File: src/rtl/lcd_rx_monitor.sv
// LCD RGB receive monitor: sync lock tracking, pixel position decode,
// single-pixel probe and per-frame checksum.
module lcd_rx_monitor #(
  parameter int H_TOTAL  = 526,
  parameter int V_TOTAL  = 286,
  parameter int H_ACTIVE = 480,
  parameter int V_ACTIVE = 272,
  parameter int H_OFFSET = 43,
  parameter int V_OFFSET = 12
) (
  input  logic        clk12,
  input  logic        reset,
  input  logic        hsync,
  input  logic        vsync,
  input  logic        disp,
  input  logic [23:0] bgr,
  input  logic [8:0]  probe_x,
  input  logic [8:0]  probe_y,
  output logic [8:0]  x,
  output logic [8:0]  y,
  output logic        pix_valid,
  output logic [23:0] probe_bgr,
  output logic        probe_valid,
  output logic [23:0] frame_sum,
  output logic        frame_done,
  output logic        locked,
  output logic [7:0]  err_count
);

  typedef enum logic [1:0] {
    HUNT,
    ALIGN,
    LOCKED
  } state_t;

  localparam logic [9:0] H_LO = 10'(H_OFFSET);
  localparam logic [9:0] H_HI = 10'(H_OFFSET + H_ACTIVE - 1);
  localparam logic [8:0] V_LO = 9'(V_OFFSET);
  localparam logic [8:0] V_HI = 9'(V_OFFSET + V_ACTIVE - 1);
  localparam logic [8:0] X_LAST = 9'(H_ACTIVE - 1);
  localparam logic [8:0] Y_LAST = 9'(V_ACTIVE - 1);

  state_t      state;
  state_t      state_n;
  logic        hs_q;
  logic        vs_q;
  logic        hrise;
  logic        vrise;
  logic [9:0]  hcnt;
  logic [8:0]  lcnt;
  logic        first_h;
  logic        bad;
  logic [23:0] acc;
  logic        err_inc;
  logic        len_bad;
  logic        in_h;
  logic        in_v;
  logic        last_pix;
  logic        probe_hit;

  assign hrise   = hsync & ~hs_q;
  assign vrise   = vsync & ~vs_q;
  assign len_bad = ({1'b0, hcnt} + 11'd1) != 11'(H_TOTAL);

  assign in_h = (hcnt >= H_LO) && (hcnt <= H_HI);
  assign in_v = (lcnt >= V_LO) && (lcnt <= V_HI);

  assign locked    = (state == LOCKED);
  assign pix_valid = locked && in_h && in_v;
  assign x = pix_valid ? (hcnt[8:0] - H_LO[8:0]) : 9'd0;
  assign y = pix_valid ? (lcnt - V_LO) : 9'd0;

  // a pixel that coincides with losing lock does not close the frame
  assign last_pix  = pix_valid && (x == X_LAST) &&
                     (y == Y_LAST) && (state_n == LOCKED);
  assign probe_hit = pix_valid && (x == probe_x) &&
                     (y == probe_y);

  always_comb begin
    state_n = state;
    err_inc = 1'b0;
    if (!disp) begin
      state_n = HUNT;
    end else begin
      unique case (state)
        HUNT: begin
          if (vrise) state_n = ALIGN;
        end
        ALIGN: begin
          if (vrise) begin
            if (!bad && lcnt == 9'(V_TOTAL))
              state_n = LOCKED;
            else
              state_n = HUNT;
          end
        end
        LOCKED: begin
          if (vrise) begin
            if (lcnt != 9'(V_TOTAL)) begin
              state_n = HUNT;
              err_inc = 1'b1;
            end
          end else if (hrise && !first_h && len_bad) begin
            state_n = HUNT;
            err_inc = 1'b1;
          end
        end
        default: state_n = HUNT;
      endcase
    end
  end

  always_ff @(posedge clk12) begin
    if (reset) begin
      state       <= HUNT;
      hs_q        <= 1'b0;
      vs_q        <= 1'b0;
      hcnt        <= 10'd0;
      lcnt        <= 9'd0;
      first_h     <= 1'b1;
      bad         <= 1'b0;
      acc         <= 24'd0;
      frame_sum   <= 24'd0;
      frame_done  <= 1'b0;
      probe_bgr   <= 24'd0;
      probe_valid <= 1'b0;
      err_count   <= 8'd0;
    end else begin
      state <= state_n;
      hs_q  <= hsync;
      vs_q  <= vsync;

      if (hrise)
        hcnt <= 10'd0;
      else if (hcnt != 10'h3FF)
        hcnt <= hcnt + 10'd1;

      if (vrise)
        lcnt <= 9'd0;
      else if (hrise && lcnt != 9'h1FF)
        lcnt <= lcnt + 9'd1;

      // first line after vsync is only counted, never length-checked
      if (vrise)
        first_h <= 1'b1;
      else if (hrise)
        first_h <= 1'b0;

      if (vrise)
        bad <= 1'b0;
      else if (hrise && !first_h && len_bad)
        bad <= 1'b1;

      if (vrise || !locked)
        acc <= 24'd0;
      else if (pix_valid)
        acc <= acc + bgr;

      frame_done <= last_pix;
      if (last_pix)
        frame_sum <= acc + bgr;

      probe_valid <= probe_hit;
      if (probe_hit)
        probe_bgr <= bgr;

      if (err_inc && err_count != 8'hFF)
        err_count <= err_count + 8'd1;
    end
  end

endmodule
File: config.mk
export PLATFORM = sky130hd
export DESIGN_NAME = lcd_rx_monitor
export DESIGN_NICKNAME = d
export VERILOG_FILES = /design/src/rtl/lcd_rx_monitor.sv
export SDC_FILE = /design/constraint.sdc
export NUM_CORES = 1
export LEC_CHECK = 0
export ABC_AREA = 1
export CAP_MARGIN = 20
export CORE_ASPECT_RATIO = 0.5
export CORE_MARGIN = 2
export CORE_UTILIZATION = 40
export CTS_BUF_LIST = sky130_fd_sc_hd__clkbuf_8 sky130_fd_sc_hd__clkbuf_16
export DETAILED_ROUTE_END_ITERATION = 10
export HOLD_SLACK_MARGIN = 0.15
export SLEW_MARGIN = 5
export SYNTH_ARGS = -nofsm -noshare
export SYNTH_HDL_FRONTEND = slang
export SYNTH_SLANG_ARGS = --single-unit
File: constraint.sdc
create_clock -name clk12 -period 4.9 [get_ports clk12]
set_input_delay 0.735 -clock clk12 [delete_from_list [all_inputs] [get_ports clk12]]
set_output_delay 0.735 -clock clk12 [all_outputs]
set_load 0.005 [all_outputs]
==> flow_metrics.env <==
export IMPL_maxSlewViolCount=0
export IMPL_synth_mux_area_frac=0
export IMPL_drc=0
export IMPL_regArea_sq_um=2140
export IMPL_globalRouteTotalUtil=0.200
export IMPL_net_switching_power_uw=403
export IMPL_seq_area_frac_synth=0.321
export IMPL_cts_tree="built"
export IMPL_p_comb_frac=0.081
export IMPL_start_util=0.408
export IMPL_ys_flop_type="dfxtp_1"
export IMPL_holdBufCountCts=0
export IMPL_synth_area_sq_um=6670
export IMPL_synthDistinctLibCells=37
export IMPL_io_buffers=124
export IMPL_layout_drive_gt1_share=0.0406
export IMPL_viasPerCell=4.72
export IMPL_clock_latency_ns=0.34
export IMPL_antenna_found_initial=0
export IMPL_postCtsSetupRepairBufs=0
export IMPL_end_kind="primary output"
export IMPL_num_antenna_cells=0
export IMPL_crit_arrival_ns=3.08
export IMPL_synth_top_cell_area_share=0.321
export IMPL_syn_area_per_cell_sq_um=6.39
export IMPL_outcome="finished clean"
export IMPL_internal_power_mw=1.30
export IMPL_synth_seq_cells=107
export IMPL_gp_congestion=0.937
export IMPL_place_area_sq_um=8070
export IMPL_yosysMostFrequentCell="nand2_1"
export IMPL_period_share=0.778
export IMPL_relSlewSlack=0.525
export IMPL_die_y_um=95.3
export IMPL_synth_simple_area_share=0.341
export IMPL_p_leak_nw=4.18
export IMPL_wl_per_cell_um=12.8
export IMPL_post_dp_hpwl_mm=13.7
export IMPL_crit_required_ns=4.16
export IMPL_worst_slew_pin_slew_ns=0.711
export IMPL_pwr_share_seq=0.515
export IMPL_synth_commonest_cells="nand2_1 (264), nor2_1 (181), inv_1 (154)"
export IMPL_rsz0062_at_grt="false"
export IMPL_critPathMaxFanout=34
export IMPL_die_x_um=187
export IMPL_grt_pass1_wl_mm=29.2
export IMPL_cts_max_level=3
export IMPL_rows=33
export IMPL_io_pins=125
export IMPL_reg2reg_depth=16
export IMPL_postCtsResizedCells=0
export IMPL_synthCells=1043
export IMPL_clock_sinks=107
export IMPL_fillers=1710
export IMPL_grt_ovfl_total=0
export IMPL_peakVddDrop_uv=123
export IMPL_root_buffer="clkbuf_16"
export IMPL_setup_viol=0
export IMPL_cts_buffers=9
export IMPL_whs_path_depth=2
export IMPL_hp_class="register to register"
export IMPL_hold_viol_final=0
export IMPL_cp_start_kind="register"
export IMPL_drt_wl_total_mm=17.7
export IMPL_finalSetupTns_ns=0
export IMPL_stdcell_area_sq_um=8350
export IMPL_synth_area_top_cells="dfxtp_1 (32%), nand2_1 (15%), nor2_1 (10%), inv_1 (8.7%), ha_1 (6.2%)"
export IMPL_grt_max_degree=51
export IMPL_clock_fmax_mhz=262
export IMPL_vias=6532
export IMPL_nets=1233
export IMPL_dieArea_sq_um=17800
export IMPL_power_frac_clock=0.404
export IMPL_synth_adder_area_share=0.0649
export IMPL_drt_iter0_drc=362
export IMPL_yosysTopAreaCell="dfxtp_1"
export IMPL_cts_buffer_depth=2
export IMPL_crit_type="register to primary output"
export IMPL_ant_nets=0
export IMPL_syn_to_final_growth_pct=25.2
export IMPL_dr_pass1_iters=5
export IMPL_synth_top_family_by_area="simple AND/OR/NAND/NOR gates"
export IMPL_layout_min_cycle_time_ns=3.81
export IMPL_skew_ns=0.00921
export IMPL_drv_cap=0
export IMPL_grt_pass1_vias=6204
export IMPL_clk_pin_slew_worst_paths_ns=0.06
export IMPL_sw_frac_of_total=0.236
export IMPL_core_region_area_sq_um=16400
export IMPL_synth_edf_count=0
export IMPL_multi_input_area_sq_um=3760
export IMPL_syn_num_nets=1124
export IMPL_yosysWarnings=0
export IMPL_synth_xor_area_share=0.0578
export IMPL_power_density_nw_per_um2=204
export IMPL_synth_compound_area_frac=0.101
export IMPL_async_reset_ff_frac=0
==> sequential cells by signal (all words and copies together) (netlist names) <==
register / count
first_h: 1
state: 2
hcnt: 10
vs_q: 1
probe_valid: 1
bad: 1
frame_done: 1
lcnt: 9
acc: 24
hs_q: 1
probe_bgr: 24
err_count: 8
frame_sum: 24
==> kinds of logic (layout without fill, tap and decap cells) <==
group,count (synthesis),after routing
xor gates and xnor gates,44,44
adders and majority gates,34,34
and+or+nand+nor,547,547
DFF,107,107
buffers and inverters,192,306
AOI/OAI and AO/OA,119,119
==> critical path, stage by stage, from the launching register on <==
cell and delay, ns:
dfxtp_1 0.43, ha_1 0.28, nand2_1 0.09, o21ai_1 0.17, inv_1 0.05, nand3_1 0.06, nand2_1 0.09, nor2_4 0.50
buf_4 0.45, clkdlybuf4s50_1 0.59
==> cell type report <==
class	count	share of cell area
multi-input cells	744	0.451
flip-flops and latches	107	0.257
repair buffers	128	0.152
inverters	162	0.0729
well taps	227	0.0340
clock buffers	11	0.0303
clock inverters	5	0.00330
==> layer usage <==
metal | wire length [um] | share of wire | track usage | vias up
met5 | 0 | 0 | 0 | -
met4 | 264 | 0.015 | 0.0556 | 0
met3 | 921 | 0.052 | 0.0383 | 25
met2 | 8150 | 0.46 | 0.359 | 172
met1 | 8330 | 0.47 | 0.249 | 2877
li1 | - | - | - | 3458
==> per-stage QoR <==
step	hold slack, ns	utilization	setup slack [ns]	total power, mW	instances
after floorplan	0.420	-	2.33	0.968	1043
after global placement	0.431	0.493	1.37	1.04	1368
after detailed placement	0.435	0.493	1.29	1.04	1368
after CTS	0.452	0.510	1.11	1.73	1384
after global routing	0.495	0.510	0.821	1.78	1384
final	0.455	0.510	1.09	1.71	1384
==> path summary, 6_finish.rpt <==
check | from | end | slack [ns]
max | lcnt[2]$_SDFFE_PP0P_ | pix_valid | 1.09
min | first_h$_SDFFE_PP1P_ | first_h$_SDFFE_PP1P_ | 0.45
max reg2reg | lcnt[2]$_SDFFE_PP0P_ | probe_bgr[11]$_SDFFE_PP0P_ | 1.46
min reg2reg | first_h$_SDFFE_PP1P_ | first_h$_SDFFE_PP1P_ | 0.45
==> layout by cell type, fill, tap and decap left out, types with 2 or more instances in the layout <==
cell / n
a221oi_1: 3
o31ai_1: 3
a21boi_0: 4
nand3_2: 2
o21ai_0: 41
buf_4: 4
clkbuf_8: 2
nand4_1: 16
nand3b_1: 4
nor3_1: 8
o21bai_1: 4
clkdlybuf4s50_1: 124
inv_2: 7
a21oi_1: 46
nor2_1: 181
a21o_1: 4
o21a_1: 3
nor2_4: 3
o211ai_1: 4
xor2_1: 35
ha_1: 33
nor2_2: 10
xnor2_1: 9
nand2_2: 5
nand2_1: 264
nand3_1: 45
clkinv_2: 3
inv_1: 155
o21ai_1: 2
a31oi_1: 4
dfxtp_1: 107
clkbuf_16: 9
nor4_1: 6
==> power by group through the flow <==
| stage | registers (mW) | logic (mW) | clock network, mW |
|---|---|---|---|
| floorplan | 0.897 | 0.0709 | 0 |
| global placement | 0.898 | 0.138 | 0 |
| detailed placement | 0.898 | 0.138 | 0 |
| CTS | 0.878 | 0.139 | 0.712 |
| global route | 0.879 | 0.154 | 0.751 |
| finish | 0.878 | 0.138 | 0.690 |
Power figures use the tool's default switching activity.
==> RTL change 1 (same flow settings) <==
Reset style: asynchronous (`reset`), changed in one clocked block.
--- a/src/rtl/lcd_rx_monitor.sv
+++ b/src/rtl/lcd_rx_monitor.sv
@@ -110,7 +110,7 @@
     end
   end
 
-  always_ff @(posedge clk12) begin
+  always_ff @(posedge clk12 or posedge reset) begin
     if (reset) begin
       state       <= HUNT;
       hs_q        <= 1'b0;
Function: same outputs for any inputs over 10 cycles, from zero or initial values and one cycle with reset high; that may be too few to reach the edited logic, so the function may still have changed.
==> RTL change 1 against the unedited design <==
Non-clock buffer count increased by 2. Wire length increased by 5.3%. Clock skew increased by 0.0061 ns. Worst setup slack got worse by 0.028 ns. Sequential cell count unchanged. Final area increased by 3.0%. Area after synthesis increased by 3.1%. Fmax decreased by 0.73%. Critical path depth increased by 1. Largest cell class unchanged.
Power is not compared: it rests on default switching activity, and its combinational part moved more than twofold at a synthesized area within 25%.
==> RTL change 1: results (changes against the unedited design) <==
* Syn nets at 984 (-12%)
* Largest net degree at the start of global routing at 76 (+49%)
* Routed len/inst at 14.88 um (+17%)
* Ys async rst share at 100.0% (+100 points)
* Sequential share of the synthesized area at 38.98% (+6.9 points)
* WL met1 at 8777 um (+5.4%)
* Post-DP HPWL at 14,410 um (+4.8%)
* Distinct cells, synth at 41 (+11%)
* Critical Path Slowest Stage Cell: dfrtp_1
* DR iter-0 viols at 409 (+13%)
* Vias in the first global route at 6,243 (+0.63%)
* Total Wirelength at 18,610 um (+5.3%)
* Ys flop type: dfrtp_1
* RD Place Congestion at 0.9110 (-2.7%)
* Clk Tree Root Cell: clkbuf_16
* Avg Inst Size Synth at 7.610 um2 (+19%)
* Area occupied by multi-input gates at 3655 um2 (-2.8%)
* GR Util All Layers at 21.11% (+1.1 points)
* Critical path fanouts, max at 24 (-29%)
* Fin nets at 1,099 (-11%)
* Total CTS buffers at 9 (unchanged)
* Met3 wire len at 741 um (-20%)
* Crit path DAT at 3.11 ns (+0.03 ns)
* Max H-tree Level at 3 (unchanged)
* Final Skew at 0.01533 ns (+0.006112 ns)
* CP max stage delay at 0.57 ns (-0.02 ns)
* Largest cells by area after synthesis: dfrtp_1 (39%), nand2_1 (15%), ha_1 (6.0%)
* Critical path's top delay family: simple AND/OR/NAND/NOR gates
* Clock transition at path regs at 0.08 ns (+0.02 ns)
* Metal2 WL at 8786 um (+7.8%)
* Placed cell count at 1,233 (-9.9%)
* Placement Cell Area at 8274 um2 (+2.6%)
* Slew HR at 36.80% (-16 points)
* Vias at 6,356 (-2.7%)
* Status: finished, final reports clean
* Worst-Skew Late Latency at 0.36 ns (+0.02 ns)
* Placement Setup Slack at 1.174 ns (-0.1148 ns)
* Hold Path Depth at 2 (unchanged)
* First-pass GRT wire length at 31,290 um (+7.3%)
* Synth top cells by count: nand2_1 (268), dfrtp_1 (106), inv_1 (91)
* Fill count at 1,599 (-6.5%)
* Worst R2R Path Depth at 15 (-1)
* Layout cells sized above 1 at 5.670% (+1.6 points)
==> RTL change 1: cell types whose count changed after synthesis, sizes merged, moves of 9 or more <==
cell	unedited run	this run
nor2	194	72
dfxtp	107	0
dfrtp	0	106
inv	161	100
nand4	16	42
a21oi	46	32
nand3b	4	17
nand3	47	59
clkbuf	14	3
o21ai	43	52
==> RTL change 1: power groups by stage <==
stage               registers (mW)  clock network, mW  logic (mW)
floorplan                    0.940                  0       0.187
global placement             0.954                  0       0.285
detailed placement           0.955                  0       0.287
CTS                          0.937              0.789       0.289
global route                 0.942              0.818       0.326
finish                       0.937              0.768       0.289
==> RTL change 1: cell families after synthesis <==
logic type | after synthesis | synth area share [%]
flip-flops | 107 | 38.98
AO/OA/AOI/OAI | 110 | 9.286
XOR/XNOR | 39 | 4.971
adder cells (fa/ha/maj) | 34 | 6.300
buffers and inverters | 126 | 7.866
AND/OR/NAND/NOR | 487 | 32.59
==> RTL change 1: worst paths after layout <==
check                        startpoint             to  slack [ns]
min reg2reg                frame_sum[6]   frame_sum[6]        0.47
max in group asynchronous         reset  probe_bgr[21]        2.96
min                        frame_sum[6]   frame_sum[6]        0.47
min in group asynchronous         reset   frame_sum[3]        0.95
max                             hcnt[0]           x[7]        1.06
max reg2reg                     hcnt[0]   frame_sum[0]        1.39
==> RTL change 1: final cells by class <==
cell class                 instances  share of cell area (%)
inverter                         100                   4.394
clock inverter                     7                  0.9894
timing repair buffer             130                   15.04
sequential                       107                   31.15
multi-input combinational        670                   42.50
clock buffer                       9                   2.619
tap                              227                   3.303
==> RTL change 1: metal layers <==
| layer | track usage (%) | vias to the layer above |
|---|---|---|
| li1 | - | 3200 |
| met1 | 28.47 | 2989 |
| met2 | 35.28 | 145 |
| met3 | 4.173 | 22 |
| met4 | 4.472 | 0 |
| met5 | 0 | - |
==> RTL change 2 (config.mk and constraints unchanged) <==
Without the edit above. Set the parameter `V_TOTAL` to 143 (it was 286).
--- a/src/rtl/lcd_rx_monitor.sv
+++ b/src/rtl/lcd_rx_monitor.sv
@@ -2,7 +2,7 @@
 // single-pixel probe and per-frame checksum.
 module lcd_rx_monitor #(
   parameter int H_TOTAL  = 526,
-  parameter int V_TOTAL  = 286,
+  parameter int V_TOTAL  = 143,
   parameter int H_ACTIVE = 480,
   parameter int V_ACTIVE = 272,
   parameter int H_OFFSET = 43,
Check against the original RTL: same outputs for any inputs over 10 cycles, from zero or initial values and one cycle with reset high; that may be too few to reach the edited logic, so the function may still have changed.
==> RTL change 2 against the unedited design <==
Die area fell by 1.7%. Total power up 1.1%. Sequential share of layout area rose by 0.36 points. Clock power increased by 3.5%. Sequential cell count unchanged. Final area down 1.4%. Wire length decreased by 3.9%. Worst setup slack lost 0.19 ns. Area after synthesis decreased by 1.7%. Critical path depth rose by 3. Non-clock buffer count did not move. Highest routed layer unchanged.
==> RTL change 2: results (changes against the unedited design) <==
* Clock buffer depth at 2 (unchanged)
* Total CTS buffers at 9 (unchanged)
* Initial antenna violation count at 0 (unchanged)
* Largest cells by area after synthesis: dfxtp_1 (33%), nand2_1 (14%), nor2_1 (10%)
* Hold Path End: first_h
* Critical path fanouts, max at 38 (+12%)
* Clock transition at path regs at 0.08 ns (+0.02 ns)
* Adder-cell share of the synthesized area at 6.417% (-0.076 points)
* Port Buffers at 124 (unchanged)
* Pre-Repair DR Iteration Count at 5 (unchanged)
* Placement Cell Area at 7946 um2 (-1.5%)
* Worst-Skew Late Latency at 0.35 ns
* Internal power at 1.287 mW (-1.3%)
* Sequential share of the synthesized area at 32.70% (+0.57 points)
* Largest regs: acc: 24 flops, frame_sum: 24 flops, probe_bgr: 24 flops
* Post-synthesis compound-gate area fraction at 9.989% (-0.070 points)
* GR Util All Layers at 19.94% (-0.065 points)
* Max-cap viol count at 0 (unchanged)
* Hold crit path type: reg -> reg
* Ys async rst share at 0% (unchanged)
* Slew HR at 32.45% (-20 points)
* Layout cells sized above 1 at 3.775% (-0.29 points)
* N_diodes at 0 (unchanged)
* Routed len/inst at 12.43 um (-2.7%)
* Post-synthesis xor/xnor area fraction at 5.348% (-0.43 points)
* # resized after CTS at 0 (unchanged)
* Via/cell ratio at 4.721 (about the same)
* Status: finished, final reports clean
* Lkg Pwr at 3.992 nW (-4.5%)
* Syn nets at 1,106 (-1.6%)
* Distinct cells, synth at 39 (+5.4%)
* Most common cell in the netlist: nand2_1
* Ys flop type: dfxtp_1
* R2R Setup Slk at 1.44 ns (-0.02 ns)
* Setup repair bufs after CTS at 0 (unchanged)
* Hold Path Depth at 2 (unchanged)
* Clk Tree Root Cell: clkbuf_16
* Hold_sp: first_h
* DR iter-0 viols at 389 (+7.5%)
* Worst r2r src: lcnt[3]
* Max H-tree Level at 3 (unchanged)
* Post-DP HPWL at 12,770 um (-7.1%)
* Fin nets at 1,214 (-1.5%)
* Crit path DAT at 3.27 ns (+0.19 ns)
* Largest net degree at the start of global routing at 51 (unchanged)
* Fill count at 1,674 (-2.1%)
* Mux cell area share after synthesis at 0% (unchanged)
* RD Place Congestion at 0.9060 (-3.3%)
* Worst R2R Path Depth at 18 (+2)
* Vias in the first global route at 5,882 (-5.2%)
* R2r endpoint: probe_bgr[19]
* Yosys warns at 0 (unchanged)
* Final Skew at 0.01159 ns (+0.002375 ns)
* First-pass GRT wire length at 28,080 um (-3.7%)
* Synth top cells by count: nand2_1 (247), nor2_1 (178), inv_1 (149)
* Peak VDD IR at 0.0001731 V (+41%)
[RTL change 2: critical path, cell delays in order, from the launching register on]
cell and delay [ns]:
dfxtp_1 0.41, ha_1 0.31, nand2_1 0.08, nand2_1 0.06, nor2_1 0.04, nor2_1 0.08
nand2_1 0.09, nor2_4 0.44, nand2_2 0.11, inv_2 0.50, nand2_1 0.20, inv_1 0.09
clkdlybuf4s50_1 0.50
[RTL change 2: power groups by stage]
stage / clock (mW) / combinational [mW] / sequential (mW)
CTS: 0.736 / 0.135 / 0.878
detailed placement: 0 / 0.134 / 0.899
finish: 0.714 / 0.134 / 0.878
global route: 0.773 / 0.150 / 0.879
global placement: 0 / 0.133 / 0.898
floorplan: 0 / 0.0692 / 0.897
[RTL change 2: layer usage]
layer	track usage, %	part of all wire [%]
met5	0	0
met4	4.167	1.2
met3	3.625	4.7
met2	34.74	46
met1	25.96	48
[RTL change 2: area by class of cell]
cell class                      instances  area share, %
Sequential cell                       107          26.02
Inverter                              155          7.068
Multi-Input combinational cell        733          44.55
Clock inverter                          7         0.7296
Tap cell                              227          3.450
Timing Repair Buffer                  128          15.44
Clock buffer                            9          2.736
[RTL change 2: worst max path at each step]
stage | startpoint | end | slack, ns | depth (start not counted)
3_5_place_dp | bgr[0] | frame_sum[16] | 1.18 | 14
6_report | lcnt[3] | x[2] | 0.89 | 12
4_1_cts | lcnt[3] | x[2] | 0.87 | 12
5_1_grt | lcnt[3] | x[7] | 0.57 | 12
3_3_place_gp | bgr[0] | frame_sum[16] | 1.24 | 14
2_1_floorplan | bgr[0] | frame_sum[16] | 2.06 | 13
[RTL change 2: metrics by stage]
step / utilization, % / setup WS [ns] / std cells / total power [mW] / hold WS (ns)
after floorplan: - / 2.057 / 1026 / 0.9665 / 0.4195
after global placement: 49.10 / 1.244 / 1350 / 1.031 / 0.4316
after detailed placement: 49.10 / 1.178 / 1350 / 1.032 / 0.4329
after CTS: 50.86 / 0.8693 / 1366 / 1.748 / 0.4493
after global routing: 50.86 / 0.5743 / 1366 / 1.801 / 0.4662
final: 50.86 / 0.8941 / 1366 / 1.725 / 0.4472
[RTL change 2: logic make-up after synthesis]
| family | after synthesis |
|---|---|
| buffers and inverters | 186 |
| DFF | 107 |
| xor gates and xnor gates | 40 |
| adders and majority gates | 33 |
| AOI/OAI and AO/OA | 124 |
| and+or+nand+nor | 536 |
